[config.mk]
export PLATFORM = sky130hd
export DESIGN_NAME = load_memory_interface
export DESIGN_NICKNAME = d
export VERILOG_FILES = /design/src/rtl/load_pkg.sv /design/src/rtl/load_lane_extract.sv /design/src/rtl/load_memory_interface.sv
export SDC_FILE = /design/constraint.sdc
export NUM_CORES = 1
export LEC_CHECK = 0
export ABC_CLOCK_PERIOD_IN_PS = 3000
export BUFFER_PORTS_ARGS = -buffer_cell sky130_fd_sc_hd__buf_2
export CELL_PAD_IN_SITES_DETAIL_PLACEMENT = 0
export CELL_PAD_IN_SITES_GLOBAL_PLACEMENT = 1
export CORE_ASPECT_RATIO = 2
export CORE_MARGIN = 3
export CORE_UTILIZATION = 35
export DETAILED_ROUTE_END_ITERATION = 8
export GPL_ROUTABILITY_DRIVEN = 0
export PLACE_DENSITY_LB_ADDON = 0.1
export SYNTH_ARGS = -nofsm -noshare
export SYNTH_HDL_FRONTEND = slang
export SYNTH_HIERARCHICAL = 1
export SYNTH_SLANG_ARGS = --single-unit
[constraint.sdc]
create_clock -name clock -period 3 [get_ports clock]
set_clock_uncertainty 0.1 [all_clocks]
set_input_delay 0 -clock clock [delete_from_list [all_inputs] [get_ports clock]]
set_output_delay 0 -clock clock [all_outputs]
set_load 0.1 [all_outputs]
[src/rtl/load_pkg.sv]
// Shared constants for the load memory stage: funct3 encodings, FSM states and
// rd_error codes, plus small decode helpers.
package load_pkg;

  localparam logic [2:0] F3_LB  = 3'd0;
  localparam logic [2:0] F3_LH  = 3'd1;
  localparam logic [2:0] F3_LW  = 3'd2;
  localparam logic [2:0] F3_LBU = 3'd4;
  localparam logic [2:0] F3_LHU = 3'd5;

  localparam logic [1:0] ST_IDLE  = 2'd0;
  localparam logic [1:0] ST_ISSUE = 2'd1;
  localparam logic [1:0] ST_WAIT  = 2'd2;
  localparam logic [1:0] ST_RESP  = 2'd3;

  typedef logic [1:0] load_err_t;

  localparam load_err_t ERR_NONE       = 2'd0;
  localparam load_err_t ERR_MISALIGNED = 2'd1;
  localparam load_err_t ERR_ILLEGAL    = 2'd2;
  localparam load_err_t ERR_TIMEOUT    = 2'd3;

  function automatic logic f3_legal(input logic [2:0] f3);
    return (f3 == F3_LB) || (f3 == F3_LH) || (f3 == F3_LW) ||
           (f3 == F3_LBU) || (f3 == F3_LHU);
  endfunction

  function automatic logic f3_misaligned(input logic [2:0] f3, input logic [1:0] offset);
    logic w_mis;
    w_mis = 1'b0;
    if ((f3 == F3_LH) || (f3 == F3_LHU)) w_mis = offset[0];
    else if (f3 == F3_LW)                w_mis = (offset != 2'b00);
    return w_mis;
  endfunction

endpackage

[src/rtl/load_lane_extract.sv]
// Selects the addressed byte/halfword lane of a little-endian word and
// sign- or zero-extends it according to funct3.
module load_lane_extract
  import load_pkg::*;
(
  input  logic [2:0]  i_funct3,
  input  logic [1:0]  i_offset,
  input  logic [31:0] i_word,
  output logic [31:0] o_value
);

  logic [7:0]  w_byte;
  logic [15:0] w_half;

  always_comb begin
    unique case (i_offset)
      2'd0: w_byte = i_word[7:0];
      2'd1: w_byte = i_word[15:8];
      2'd2: w_byte = i_word[23:16];
      2'd3: w_byte = i_word[31:24];
      default: w_byte = i_word[7:0];
    endcase
    w_half = i_offset[1] ? i_word[31:16] : i_word[15:0];

    case (i_funct3)
      F3_LB:   o_value = {{24{w_byte[7]}}, w_byte};
      F3_LH:   o_value = {{16{w_half[15]}}, w_half};
      F3_LW:   o_value = i_word;
      F3_LBU:  o_value = {24'd0, w_byte};
      F3_LHU:  o_value = {16'd0, w_half};
      default: o_value = 32'd0;
    endcase
  end

endmodule

[src/rtl/load_memory_interface.sv]
// Load-side memory stage: accepts one load, issues a word read, waits for a
// variable-latency response (with timeout) and returns the extended result.
module load_memory_interface
  import load_pkg::*;
#(
  parameter int unsigned TIMEOUT_CYCLES = 255
) (
  input  logic        clock,
  input  logic        reset_n,
  input  logic        req_valid,
  output logic        req_ready,
  input  logic [2:0]  req_funct3,
  input  logic [31:0] req_address,
  output logic        mem_req_valid,
  input  logic        mem_req_ready,
  output logic [31:0] mem_req_address,
  input  logic        mem_resp_valid,
  input  logic [31:0] mem_resp_data,
  output logic        rd_valid,
  output logic [31:0] rd_value,
  output logic [1:0]  rd_error,
  output logic        busy
);

  localparam logic [15:0] LP_LAST = 16'(TIMEOUT_CYCLES - 1);

  logic [1:0]  r_state,    w_state_d;
  logic [2:0]  r_funct3,   w_funct3_d;
  logic [31:0] r_addr,     w_addr_d;
  logic [15:0] r_count,    w_count_d;
  logic [31:0] r_rd_value, w_rd_value_d;
  load_err_t   r_rd_error, w_rd_error_d;
  logic [31:0] w_extract;

  load_lane_extract u_extract (
    .i_funct3 (r_funct3),
    .i_offset (r_addr[1:0]),
    .i_word   (mem_resp_data),
    .o_value  (w_extract)
  );

  always_comb begin
    w_state_d    = r_state;
    w_funct3_d   = r_funct3;
    w_addr_d     = r_addr;
    w_count_d    = r_count;
    w_rd_value_d = r_rd_value;
    w_rd_error_d = r_rd_error;
    unique case (r_state)
      ST_IDLE: begin
        if (req_valid) begin
          w_funct3_d = req_funct3;
          w_addr_d   = req_address;
          // Illegal funct3 outranks misalignment; neither reaches memory.
          if (!f3_legal(req_funct3)) begin
            w_state_d    = ST_RESP;
            w_rd_value_d = 32'd0;
            w_rd_error_d = ERR_ILLEGAL;
          end else if (f3_misaligned(req_funct3, req_address[1:0])) begin
            w_state_d    = ST_RESP;
            w_rd_value_d = 32'd0;
            w_rd_error_d = ERR_MISALIGNED;
          end else begin
            w_state_d = ST_ISSUE;
          end
        end
      end
      ST_ISSUE: begin
        if (mem_req_ready) begin
          w_state_d = ST_WAIT;
          w_count_d = 16'd0;
        end
      end
      ST_WAIT: begin
        // A response in the final WAIT cycle still beats the timeout.
        if (mem_resp_valid) begin
          w_state_d    = ST_RESP;
          w_rd_value_d = w_extract;
          w_rd_error_d = ERR_NONE;
        end else if (r_count == LP_LAST) begin
          w_state_d    = ST_RESP;
          w_rd_value_d = 32'd0;
          w_rd_error_d = ERR_TIMEOUT;
        end else begin
          w_count_d = r_count + 16'd1;
        end
      end
      ST_RESP: w_state_d = ST_IDLE;
      default: w_state_d = ST_IDLE;
    endcase
  end

  always_ff @(posedge clock or negedge reset_n) begin
    if (!reset_n) begin
      r_state    <= ST_IDLE;
      r_funct3   <= 3'd0;
      r_addr     <= 32'd0;
      r_count    <= 16'd0;
      r_rd_value <= 32'd0;
      r_rd_error <= ERR_NONE;
    end else begin
      r_state    <= w_state_d;
      r_funct3   <= w_funct3_d;
      r_addr     <= w_addr_d;
      r_count    <= w_count_d;
      r_rd_value <= w_rd_value_d;
      r_rd_error <= w_rd_error_d;
    end
  end

  assign req_ready       = (r_state == ST_IDLE);
  assign busy            = (r_state != ST_IDLE);
  assign mem_req_valid   = (r_state == ST_ISSUE);
  assign mem_req_address = {r_addr[31:2], 2'b00};
  assign rd_valid        = (r_state == ST_RESP);
  assign rd_value        = r_rd_value;
  assign rd_error        = r_rd_error;

endmodule

# [Yosys cells after proc, flatten, opt, wreduce, memory -nomap -nowiden]
# Cells that the tools add are included.
# Widths: inputs -> output; s select.
[op_classes] n_eq_ne=21 n_mux=30 n_mul=0 shifts=0 n_reduce_logical=17 bitwise=0 add_sub_neg=1 n_lt_le_gt_ge=0 div=0
[ops] op="$mux 32" count=5
[ops] op="$pmux 32 s5" count=1
[ops] op="$mux 16" count=4
[ops] op="$pmux 32 s2" count=1
[ops] op="$pmux 16 s2" count=1
[ops] op="$pmux 8 s4" count=1
[ops] op="$mux 2" count=10
[ops] op="$add 16x1->16 const B" count=1
[ops] op="$eq 16x8->1 const B" count=1
[ops] op="$eq 3x3->1 const B" count=4
[ops] op="$eq 2x2->1 const B" count=4
[ops] op="$pmux 2 s4" count=1
[ops] op="$reduce_and 4->1" count=2
[ops] op="$reduce_bool 2->1" count=4
[ops] op="$eq 3x1->1 const B" count=2
[ops] op="$eq 3x2->1 const B" count=2
[ops] op="$logic_not 3->1" count=2
[ops] op="$ne 2x2->1 const B" count=3
[ops] op="$logic_or 1x1->1" count=5
[ops] op="$mux 1" count=5
[ops] op="$eq 2x1->1 const B" count=2
[ops] op="$logic_not 2->1" count=2
[ops] op="$pmux 2 s2" count=1
[ops] op="$ne 3x2->1 const B" count=1
[ops] op="other kinds (4)" count=4
[word_totals] mem_bits_rw=0 rom_bits=0 elab_cells=75 input_bits=72 mem_count=0 latch_bits=0 reg_bits=87

# [Logic depth before layout (Yosys ltp)]
# Gate-level depths: netlist of run 1.
[logic_depth] word_depth=12 ltp_mapped=7 depth_no_buf=6

# [Hierarchy]
# Netlist of run 1, hierarchy kept.
[by_module_without_submodules] mod="load_memory_interface" area_per_inst_um2=4375.4 n_inst=1 cells_each=353
[by_module_without_submodules] mod="load_lane_extract" area_per_inst_um2=935.9 n_inst=1 cells_each=123

# [Least setup slack after synthesis of run 1]
# Ideal clock, no wire load.
[synth_path] path_kind="flip-flop to flip-flop" start="register r_state[0]" end="register r_rd_error[0] (netlist: rd_error[0])" stages_incl_launch_ff=8 slack_ns=-0.285 setup_ns=0.126 n_path_buf=1 required_ns=2.774 arrival_ns=3.059 cell_sequence="dfrtp_1 > inv_1 > ha_1 > inv_1 > nor2_1 > a211oi_4 > buf_6 > mux2_4"
[synth_between] elab_chain_len=3 elab_cells_between_ends=8 cone_classes="eq/ne (4); mux (1); reduce/logical (3)"
[synth_rtl] item="from (decl)" line="load_memory_interface.sv:27" text="logic [1:0] r_state, w_state_d;"
[synth_rtl] item="from (signal assigned)" line="load_memory_interface.sv:102" text="r_state <= w_state_d;"
[synth_rtl] item="$logic_not 2->1 (*)"
[synth_rtl] item="via req_ready" line="load_memory_interface.sv:11" text="output logic req_ready,"
[synth_rtl] item="$ne 3x2->1 (no line), or another cell as far along"
[synth_rtl] item="$reduce_and 4->1 (no line)"
[synth_rtl] item="to (signal assigned)" line="load_memory_interface.sv:107" text="r_rd_error <= w_rd_error_d;"
[synth_rtl] item="to (decl)" line="load_memory_interface.sv:32" text="load_err_t r_rd_error, w_rd_error_d;"
# The timed path passes the listed nets; every way through them passes the cells marked *.
# A chain may end at the register's enable or synchronous reset.

# [Worst setup path in the final report of run 1]
[layout_path] start="register r_funct3[1]" end="register r_rd_value[19] (netlist: rd_value[19])"
[layout_between] elab_chain_len=4 elab_cells_between_ends=8 cone_classes="eq/ne (4); mux (3); reduce/logical (1)"
[layout_rtl] item="from (decl)" line="load_memory_interface.sv:28" text="logic [2:0] r_funct3, w_funct3_d;"
[layout_rtl] item="from (signal assigned)" line="load_memory_interface.sv:103" text="r_funct3 <= w_funct3_d;"
[layout_rtl] item="$eq 3x3->1, or another cell as far along" line="load_lane_extract.sv:25" text="case (i_funct3)"
[layout_rtl] item="$pmux 32 s5 (*)" line="load_lane_extract.sv:25"
[layout_rtl] item="via w_extract[19]" line="load_memory_interface.sv:33" text="logic [31:0] w_extract;"
[layout_rtl] item="$mux 32 (*)" line="load_memory_interface.sv:76" text="if (mem_resp_valid) begin"
[layout_rtl] item="$pmux 32 s2 (*)" line="load_memory_interface.sv:49" text="unique case (r_state)"
[layout_rtl] item="to (signal assigned)" line="load_memory_interface.sv:106" text="r_rd_value <= w_rd_value_d;"
[layout_rtl] item="to (decl)" line="load_memory_interface.sv:31" text="logic [31:0] r_rd_value, w_rd_value_d;"
# Marked as above.

==> results.toml, run 1 <==
[die]
die_w_um = 93.1
fp.dieH_um = 180
die-area_um2 = 16800
rows = 63
core_area_um2 = 14800
io_pins = 142
start_util_pct = 35.8

[place]
dp_cells = 758
dpl_cell_area_um2 = 5920
io_buffers = 139
hpwlAfterDp_um = 11700

[logic_synthesis]
syn_inst = 476
synthTopCellsByArea = "dfrtp_1 (41%), mux2_2 (10%), mux2_4 (8.8%)"
synth_xor_area_share_pct = 0
synthMuxAreaShare_pct = 21.4
seq_area_frac_synth_pct = 41.0
synth-seq-cells = 87
async_flop_share_pct = 100
ys.flop_type = "dfrtp_1"
synth_top_area_share_pct = 41.0
netlist_area_um2 = 5310
yosysTopAreaCell = "dfrtp_1"
yosysWarnings = 6
synth_fa_ha_area_share_pct = 1.41
synth_top_family_by_area = "multiplexers"
yosys.area_share.simple_pct = 11.9
synth_edf_count = 0
synth_cell_types = 56
synth_compound_area_share_pct = 15.0
synth_area_per_cell_um2 = 11.2

[drt]
drt_wl_total_um = 15600
drt_iter0_markers = 134
dr.pass1.iters = 4
wl_per_cell_um = 19.2
final_antenna_net_count = 0
routed_via_density = 5.33
vias = 4320
route.detailed.drc = 0

[global_route]
gr-total-overflow = 0
grt_max_degree = 53
antenna_found_initial = 0
grt_pass1_wl_um = 25300
first_global_vias = 4633
grt_usage_pct = 19.1

[sta]
relSlewSlack_pct = 43.6
post-route-period-util_pct = 80.6
drv_slew = 0
min_period_ns = 2.42
worstMarginPinSlew_ns = 0.844
grt_setup_unrepaired = "no"
finalSetupViolations = 0
max_freq_mhz = 413
tns_ns = 0
hold_viol = 0

[critical_path]
path_class = "flip-flop to flip-flop"
crit_arrival_ns = 2.55
reg2reg_from = "r_funct3[1]$_DFFE_PN0P_"
cp_max_fo = 25
r2r_cells = 5
critPathRequiredTime_ns = 3.13
worstSetupEndpointType = "flip-flop"
crit_path_start = "r_funct3[1]$_DFFE_PN0P_"
start_kind = "flip-flop"

[cts]
cts_tree = "built"
clock_tree.buffer_depth = 2
path_clk_slew_ns = 0.07
postCtsSetupBuffers = 0
cts_resized = 0
insertion_delay_ns = 0.34
htreeDepth = 3
holdBufCountCts = 36
cts_root_buf = "clkbuf_16"
cts.sinks = 87
cts_buffers = 9

[status]
status = "completed"

[hold_path]
worstHoldStart = "req_valid"
hold_class = "input pin to flip-flop"
min_delay_path_depth = 4

[cells_and_area]
drive_gt1_share_pct = 45.2
nets = 688
final_cell_mix = "buf_2 (138), dfrtp_1 (87), mux2_2 (48), a21oi_1 (41), dlygate4sd3_1 (36)"
fill_cells = 1500
areaGrowthSynthToFinish_pct = 23.6
final_area_um2 = 6560
diodes = 0
final_cells = 810
layout_commonest_cell = "buf_2"

[flow_run]
maxCapViolCount = 0
==> logic make-up (layout without fill, tap and decap cells) <==
logic type / count (synthesis) / in the layout
adders and majority gates: 6 / 6
buffers and inverters: 74 / 212
muxes: 92 / 92
other: 1 / 2
and+or+nand+nor: 101 / 101
DFF: 87 / 87
AOI/OAI and AO/OA: 115 / 115
==> final cells by class <==
| class | count | area (um^2) | share of cell area [%] |
|---|---|---|---|
| multi-input cells | 316 | 2650 | 40.4 |
| clock inverters | 7 | 61.3 | 0.934 |
| clock buffers | 9 | 225 | 3.43 |
| well taps | 195 | 244 | 3.72 |
| flip-flops and latches | 87 | 2180 | 33.2 |
| repair buffers | 186 | 1170 | 17.8 |
| inverters | 10 | 37.5 | 0.572 |
==> worst max-delay path: stages, from the launching register on <==
cell and delay, ns:
dfrtp_1 0.67, and2b_1 0.27, a22oi_4 0.57, a211oi_1 0.20, and3_1 0.24, mux2_4 0.25
==> path summary, 6_finish.rpt <==
path	slack [ns]	end
setup / recovery	0.58	rd_value[19]$_DFFE_PN0P_
hold / removal	0.05	r_state[1]$_DFFE_PN0P_
setup reg to reg	0.58	rd_value[19]$_DFFE_PN0P_
hold reg to reg	0.40	r_addr[15]$_DFFE_PN0P_
max in group asynchronous	1.90	r_count[15]$_DFFE_PN0P_
min in group asynchronous	0.15	r_addr[6]$_DFFE_PN0P_
==> per-stage QoR <==
step | setup slack, ns | hold WS (ns) | utilization (%)
final | 0.581 | 0.0543 | 44.3
after floorplan | 0.108 | -0.396 | -
after detailed placement | 0.595 | -0.00854 | 39.9
after global placement | 0.602 | -0.0140 | 39.9
after CTS | 0.587 | 0.0403 | 44.3
after global routing | 0.441 | 0.0886 | 44.3
==> routing by layer <==
metal	routed length [um]	vias up	part of all wire [%]	track usage (%)
li1	-	2025	-	-
met1	5640	2155	36	20.5
met2	8950	119	57	36.4
met3	611	21	3.9	3.55
met4	388	0	2.5	6.58
met5	0	-	0	0
==> Yosys cell counts, types with 2 or more instances <==
cell	count
a32oi_1	2
a221oi_1	6
and3_2	18
ha_1	6
mux2_4	31
o31ai_1	12
mux2i_1	13
or4_1	15
nand2b_1	3
nand4_1	4
nor4_1	3
and3_1	15
buf_6	8
a21oi_1	41
buf_4	33
mux2_2	48
clkbuf_1	14
inv_1	9
dfrtp_1	87
nand3_1	8
a22oi_1	16
nand2_1	16
o22ai_1	7
o21ai_1	2
a211oi_1	16
buf_2	7
nor2_1	7
==> registers in the layout, indices dropped and copies added (netlist names) <==
signal,count
r_state,2
r_addr,32
r_funct3,3
rd_error,2
rd_value,32
r_count,16
Power of run 1 is not shown: default switching activity piles up to over one toggle a cycle in this logic, so the estimate is an artifact.
==> inputs of run 2 (changes only) <==
--- a/config.mk
+++ b/config.mk
@@ -5,7 +5,7 @@
 export SDC_FILE = /design/constraint.sdc
 export NUM_CORES = 1
 export LEC_CHECK = 0
-export ABC_CLOCK_PERIOD_IN_PS = 3000
+export ABC_CLOCK_PERIOD_IN_PS = 2200
 export BUFFER_PORTS_ARGS = -buffer_cell sky130_fd_sc_hd__buf_2
 export CELL_PAD_IN_SITES_DETAIL_PLACEMENT = 0
 export CELL_PAD_IN_SITES_GLOBAL_PLACEMENT = 1
==> constraint.sdc (replaced) <==
create_clock -name clock -period 2.2 [get_ports clock]
set_clock_uncertainty 0.1 [all_clocks]
set_input_delay 0 -clock clock [delete_from_list [all_inputs] [get_ports clock]]
set_output_delay 0 -clock clock [all_outputs]
set_load 0.1 [all_outputs]
==> run 2 against run 1 <==
The flow now finishes with violations (setup timing). Non-clock buffer count up 29. Register-to-register slack worse by 0.58 ns. Setup slack worse by 0.58 ns. Sequential share of layout area is 2.1 points lower. Critical endpoint is now rd_value[17]$_DFFE_PN0P_. Largest cell class unchanged.
==> results.toml, run 2 (synthesized netlist as in run 1, its figures left out) <==
[sta]
post-route-period-util_pct = 100
max_freq_mhz = 454
finalSetupViolations = 1
hold_viol = 0
drv_slew = 0
worst_slack_ns = -0.000627
grt_setup_unrepaired = "yes"
relSlewSlack_pct = 60.8
hold_ws_ns = 0.0735
worstMarginPinSlew_ns = 0.584
min_period_ns = 2.20

[drt]
drt_wl_total_um = 16100
routed_via_density = 5.32
drt_iter0_markers = 190
wl_per_cell_um = 19.2
final_antenna_net_count = 0
route.detailed.drc = 0
dr.pass1.iters = 4
vias = 4467

[cts]
cts_buffers = 9
insertion_delay_ns = 0.34
path_clk_slew_ns = 0.07
cts_tree = "built"
clock_tree.buffer_depth = 2
cts.sinks = 87
cts_root_buf = "clkbuf_16"
htreeDepth = 3

[place]
io_buffers = 139
hpwlAfterDp_um = 12100

[critical_path]
start_kind = "flip-flop"
rrSetupSlack_ns = -0.0006
r2r_cells = 8
reg2reg_from = "r_count[0]$_DFFE_PN0P_"
critPathRequiredTime_ns = 2.33
worstSetupEndpointType = "flip-flop"
crit_arrival_ns = 2.33
timing.rr.end = "rd_value[17]$_DFFE_PN0P_"
cp_max_fo = 6
path_class = "flip-flop to flip-flop"

[cells_and_area]
fill_cells = 1479
layout_commonest_cell = "buf_2"
diodes = 0
nets = 717
final_cell_mix = "buf_2 (138), dfrtp_1 (87), mux2_2 (44), a21oi_1 (41), dlygate4sd3_1 (36)"
drive_gt1_share_pct = 48.9
areaGrowthSynthToFinish_pct = 32.0

[global_route]
grt_max_degree = 44
first_global_vias = 4728
gr-total-overflow = 0
grt_usage_pct = 19.4
grt_pass1_wl_um = 25200
antenna_found_initial = 0

[status]
status = "finished, violations left"
failed_checks = "setup timing"

[die]
start_util_pct = 35.8
rows = 63
io_pins = 142
die_w_um = 93.1
core_area_um2 = 14800
fp.dieH_um = 180
die-area_um2 = 16800

[hold_path]
min_delay_path_depth = 4
hold_class = "input pin to flip-flop"
hold_end = "r_state[0]$_DFFE_PN0P_"
worstHoldStart = "req_valid"

[flow_run]
maxCapViolCount = 0
-- run 2: changes by cell type in the layout (fill, tap and decap cells not counted), moves of 2 or more --
cell and delta:
mux2_2 -4, buf_12 +5, inv_1 -4, mux2_4 +4, inv_8 -2, inv_2 +3
buf_4 +20, bufinv_16 +2, ha_1 -3, clkbuf_16 +2, inv_6 -3, ha_4 +2
-- run 2: how the worst max path moves through the flow --
stage | start | endpoint | slack [ns] | cells after the start
after global placement | r_count[0]$_DFFE_PN0P_ | rd_value[25]$_DFFE_PN0P_ | 0.006 | 7
after floorplan | r_state[1]$_DFFE_PN0P_ | rd_error[0]$_DFFE_PN0P_ | -0.24 | 7
after detailed placement | r_count[0]$_DFFE_PN0P_ | rd_value[25]$_DFFE_PN0P_ | -0.04 | 7
after global routing | r_count[0]$_DFFE_PN0P_ | rd_value[18]$_DFFE_PN0P_ | -0.08 | 8
after CTS | r_count[0]$_DFFE_PN0P_ | rd_value[22]$_DFFE_PN0P_ | 0.02 | 8
final | r_count[0]$_DFFE_PN0P_ | rd_value[17]$_DFFE_PN0P_ | -0.0006 | 8
-- run 2: final cells by class --
type                    count  area, um^2  area share [%]
multi-input cells         316        2720            38.8
flip-flops and latches     87        2180            31.1
repair buffers            215        1510            21.5
well taps                 195         244            3.48
clock buffers              11         243            3.46
clock inverters             5        81.3            1.16
inverters                  10        41.3           0.589
-- run 2: metrics by stage --
stage / setup WS, ns / instance area (um^2) / utilization, % / cells / TNS (ns)
floorplan: -0.245 / 5340 / - / 477 / -7.42
global placement: 0.00556 / 6160 / 41.6 / 781 / 0
detailed placement: -0.0413 / 6160 / 41.6 / 781 / -0.226
CTS: 0.0206 / 6900 / 46.6 / 835 / 0
global route: -0.0839 / 7010 / 47.3 / 839 / -2.27
finish: -0.000627 / 7010 / 47.3 / 839 / -0.000627
-- run 2: metal layers --
layer  up-vias  part of all wire (%)  GRT usage (%)
met5         -                     0              0
met4         0                   5.6           12.2
met3        44                   3.7           3.22
met2       138                    56           36.6
met1      2203                    34           18.7
li1       2082                     -              -
-- run 2: worst max-delay path: stages, from the launching register on --
cell and delay [ns]:
dfrtp_1 0.40, inv_2 0.08, ha_4 0.12, nor4b_4 0.19, nand4_1 0.22, a211oi_4 0.29
buf_6 0.20, clkbuf_16 0.18, mux2_4 0.30
-- run 2: repair_timing --
action,CTS,global route
pin swaps,2,3
setup endpoints to repair,33,33
buffers inserted,1,2
hold buffers,36,0
gates resized for setup,5,10
gates cloned,1,2
endpoints found under the hold margin,76,0
Power of run 2 is left out for the same reason.
==> inputs of run 3 (changes only) <==
--- a/config.mk
+++ b/config.mk
@@ -14,7 +14,7 @@
 export CORE_UTILIZATION = 35
 export DETAILED_ROUTE_END_ITERATION = 8
 export GPL_ROUTABILITY_DRIVEN = 0
-export PLACE_DENSITY_LB_ADDON = 0.1
+export PLACE_DENSITY_LB_ADDON = 0.12
 export SYNTH_ARGS = -nofsm -noshare
 export SYNTH_HDL_FRONTEND = slang
 export SYNTH_HIERARCHICAL = 1
==> run 3 against run 2 <==
The flow now finishes without violations. Cell count is 0.83% higher. Clock-buffer cell count is 1 higher. Highest routed layer unchanged. Sequential share of layout area is 0.077 points lower. Global-route usage is 0.099 points lower. Flip-flop and latch count stayed put. Non-clock buffer count is 7 higher. Via count is 1.2% lower. Worst hold slack worse by 0.010 ns. Routed wire length hardly changed. Setup slack better by 0.033 ns.
==> results.toml, run 3 (synthesized netlist as in run 1, its figures left out) <==
[cts]
cts_buffers = 9
path_clk_slew_ns = 0.06
htreeDepth = 3
clock_tree.buffer_depth = 2
insertion_delay_ns = 0.35
cts_root_buf = "clkbuf_16"
cts.sinks = 87
cts_tree = "built"

[place]
dpl_cell_area_um2 = 6190
io_buffers = 139
hpwlAfterDp_um = 11800

[drt]
final_antenna_net_count = 0
drt_iter0_markers = 156
wl_per_cell_um = 19.0
routed_via_density = 5.22
dr.pass1.iters = 4
vias = 4412
drt_wl_total_um = 16100
route.detailed.drc = 0

[cells_and_area]
seq_area_um2 = 2180
areaGrowthSynthToFinish_pct = 32.3
diodes = 0
nets = 724
final_area_um2 = 7030
final_cell_mix = "buf_2 (138), dfrtp_1 (87), mux2_2 (44), a21oi_1 (41)"
layout_commonest_cell = "buf_2"
fill_cells = 1495
drive_gt1_share_pct = 49.2
multiInputGateArea_um2 = 2720

[sta]
relSlewSlack_pct = 61.9
finalSetupViolations = 0
worstMarginPinSlew_ns = 0.568
hold_viol = 0
max_freq_mhz = 461
min_period_ns = 2.17
post-route-period-util_pct = 98.5
drv_slew = 0
grt_setup_unrepaired = "yes"

[global_route]
antenna_found_initial = 0
grt_pass1_wl_um = 25200
first_global_vias = 4724
grt_usage_pct = 19.3
gr-total-overflow = 0
grt_max_degree = 39

[critical_path]
start_kind = "flip-flop"
worstSetupEndpointType = "flip-flop"
critPathRequiredTime_ns = 2.33
cp_max_fo = 8
path_class = "flip-flop to flip-flop"
crit_arrival_ns = 2.30

[hold_path]
hold_class = "input pin to asynchronous set/reset pin"

[die]
fp.dieH_um = 180
rows = 63
start_util_pct = 35.8
die_w_um = 93.1
core_area_um2 = 14800
die-area_um2 = 16800
io_pins = 142

[flow_run]
maxCapViolCount = 0

[status]
status = "completed"
[run 3: metrics by stage]
step / hold WS (ns) / setup TNS, ns / utilization, % / worst slack [ns] / instances
after global placement: -0.100 / -0.0205 / 41.8 / -0.00800 / 786
after detailed placement: -0.0842 / -0.166 / 41.8 / -0.0336 / 786
after CTS: 0.0639 / -0.0000857 / 46.7 / -0.0000857 / 841
after global routing: 0.0887 / -1.86 / 47.4 / -0.0804 / 846
after floorplan: -0.396 / -7.42 / - / -0.245 / 477
final: 0.0635 / 0 / 47.4 / 0.0328 / 846
[run 3: area by class of cell]
type                       count  area share (%)
clock buffer                  12            3.51
multi-input combinational    316            38.6
clock inverter                 4           0.641
timing repair buffer         222            22.2
tap                          195            3.47
sequential                    87            31.0
inverter                      10           0.588
[run 3: path summary, 6_finish.rpt]
path,from,to,slack [ns],cells past startpoint
worst min register to register,r_addr[23]$_DFFE_PN0P_,r_addr[23]$_DFFE_PN0P_,0.40,1
worst max-delay path,r_count[0]$_DFFE_PN0P_,rd_value[26]$_DFFE_PN0P_,0.03,8
worst min-delay path,reset_n,r_addr[18]$_DFFE_PN0P_,0.06,2
min in group clock,req_valid,r_state[1]$_DFFE_PN0P_,0.06,4
worst max register to register,r_count[0]$_DFFE_PN0P_,rd_value[26]$_DFFE_PN0P_,0.03,8
max in group asynchronous,reset_n,rd_value[6]$_DFFE_PN0P_,1.27,3
[run 3: per-layer routing]
layer	part of all wire (%)	track usage (%)	up-vias
met5	0	0	-
met4	3.6	8.98	0
met3	3.7	3.09	34
met2	57	36.5	121
met1	36	20.0	2158
li1	-	-	2099
[run 3: critical path: stages (launching register included)]
cell and delay [ns]:
dfrtp_1 0.39, inv_2 0.08, ha_4 0.11, nor4b_4 0.19
nand4_1 0.21, a211oi_4 0.32, buf_6 0.17, clkbuf_16 0.17
mux2_4 0.30
[run 3: repair_timing]
item                                    CTS  global route
pin swaps                                 3             3
hold buffers                             36             0
gates resized for setup                   5             9
setup buffers                             2             2
cloned                                    1             3
endpoints found under the hold margin   103             0
endpoints found under the setup margin   31            37
Power of run 3 is left out for the same reason.
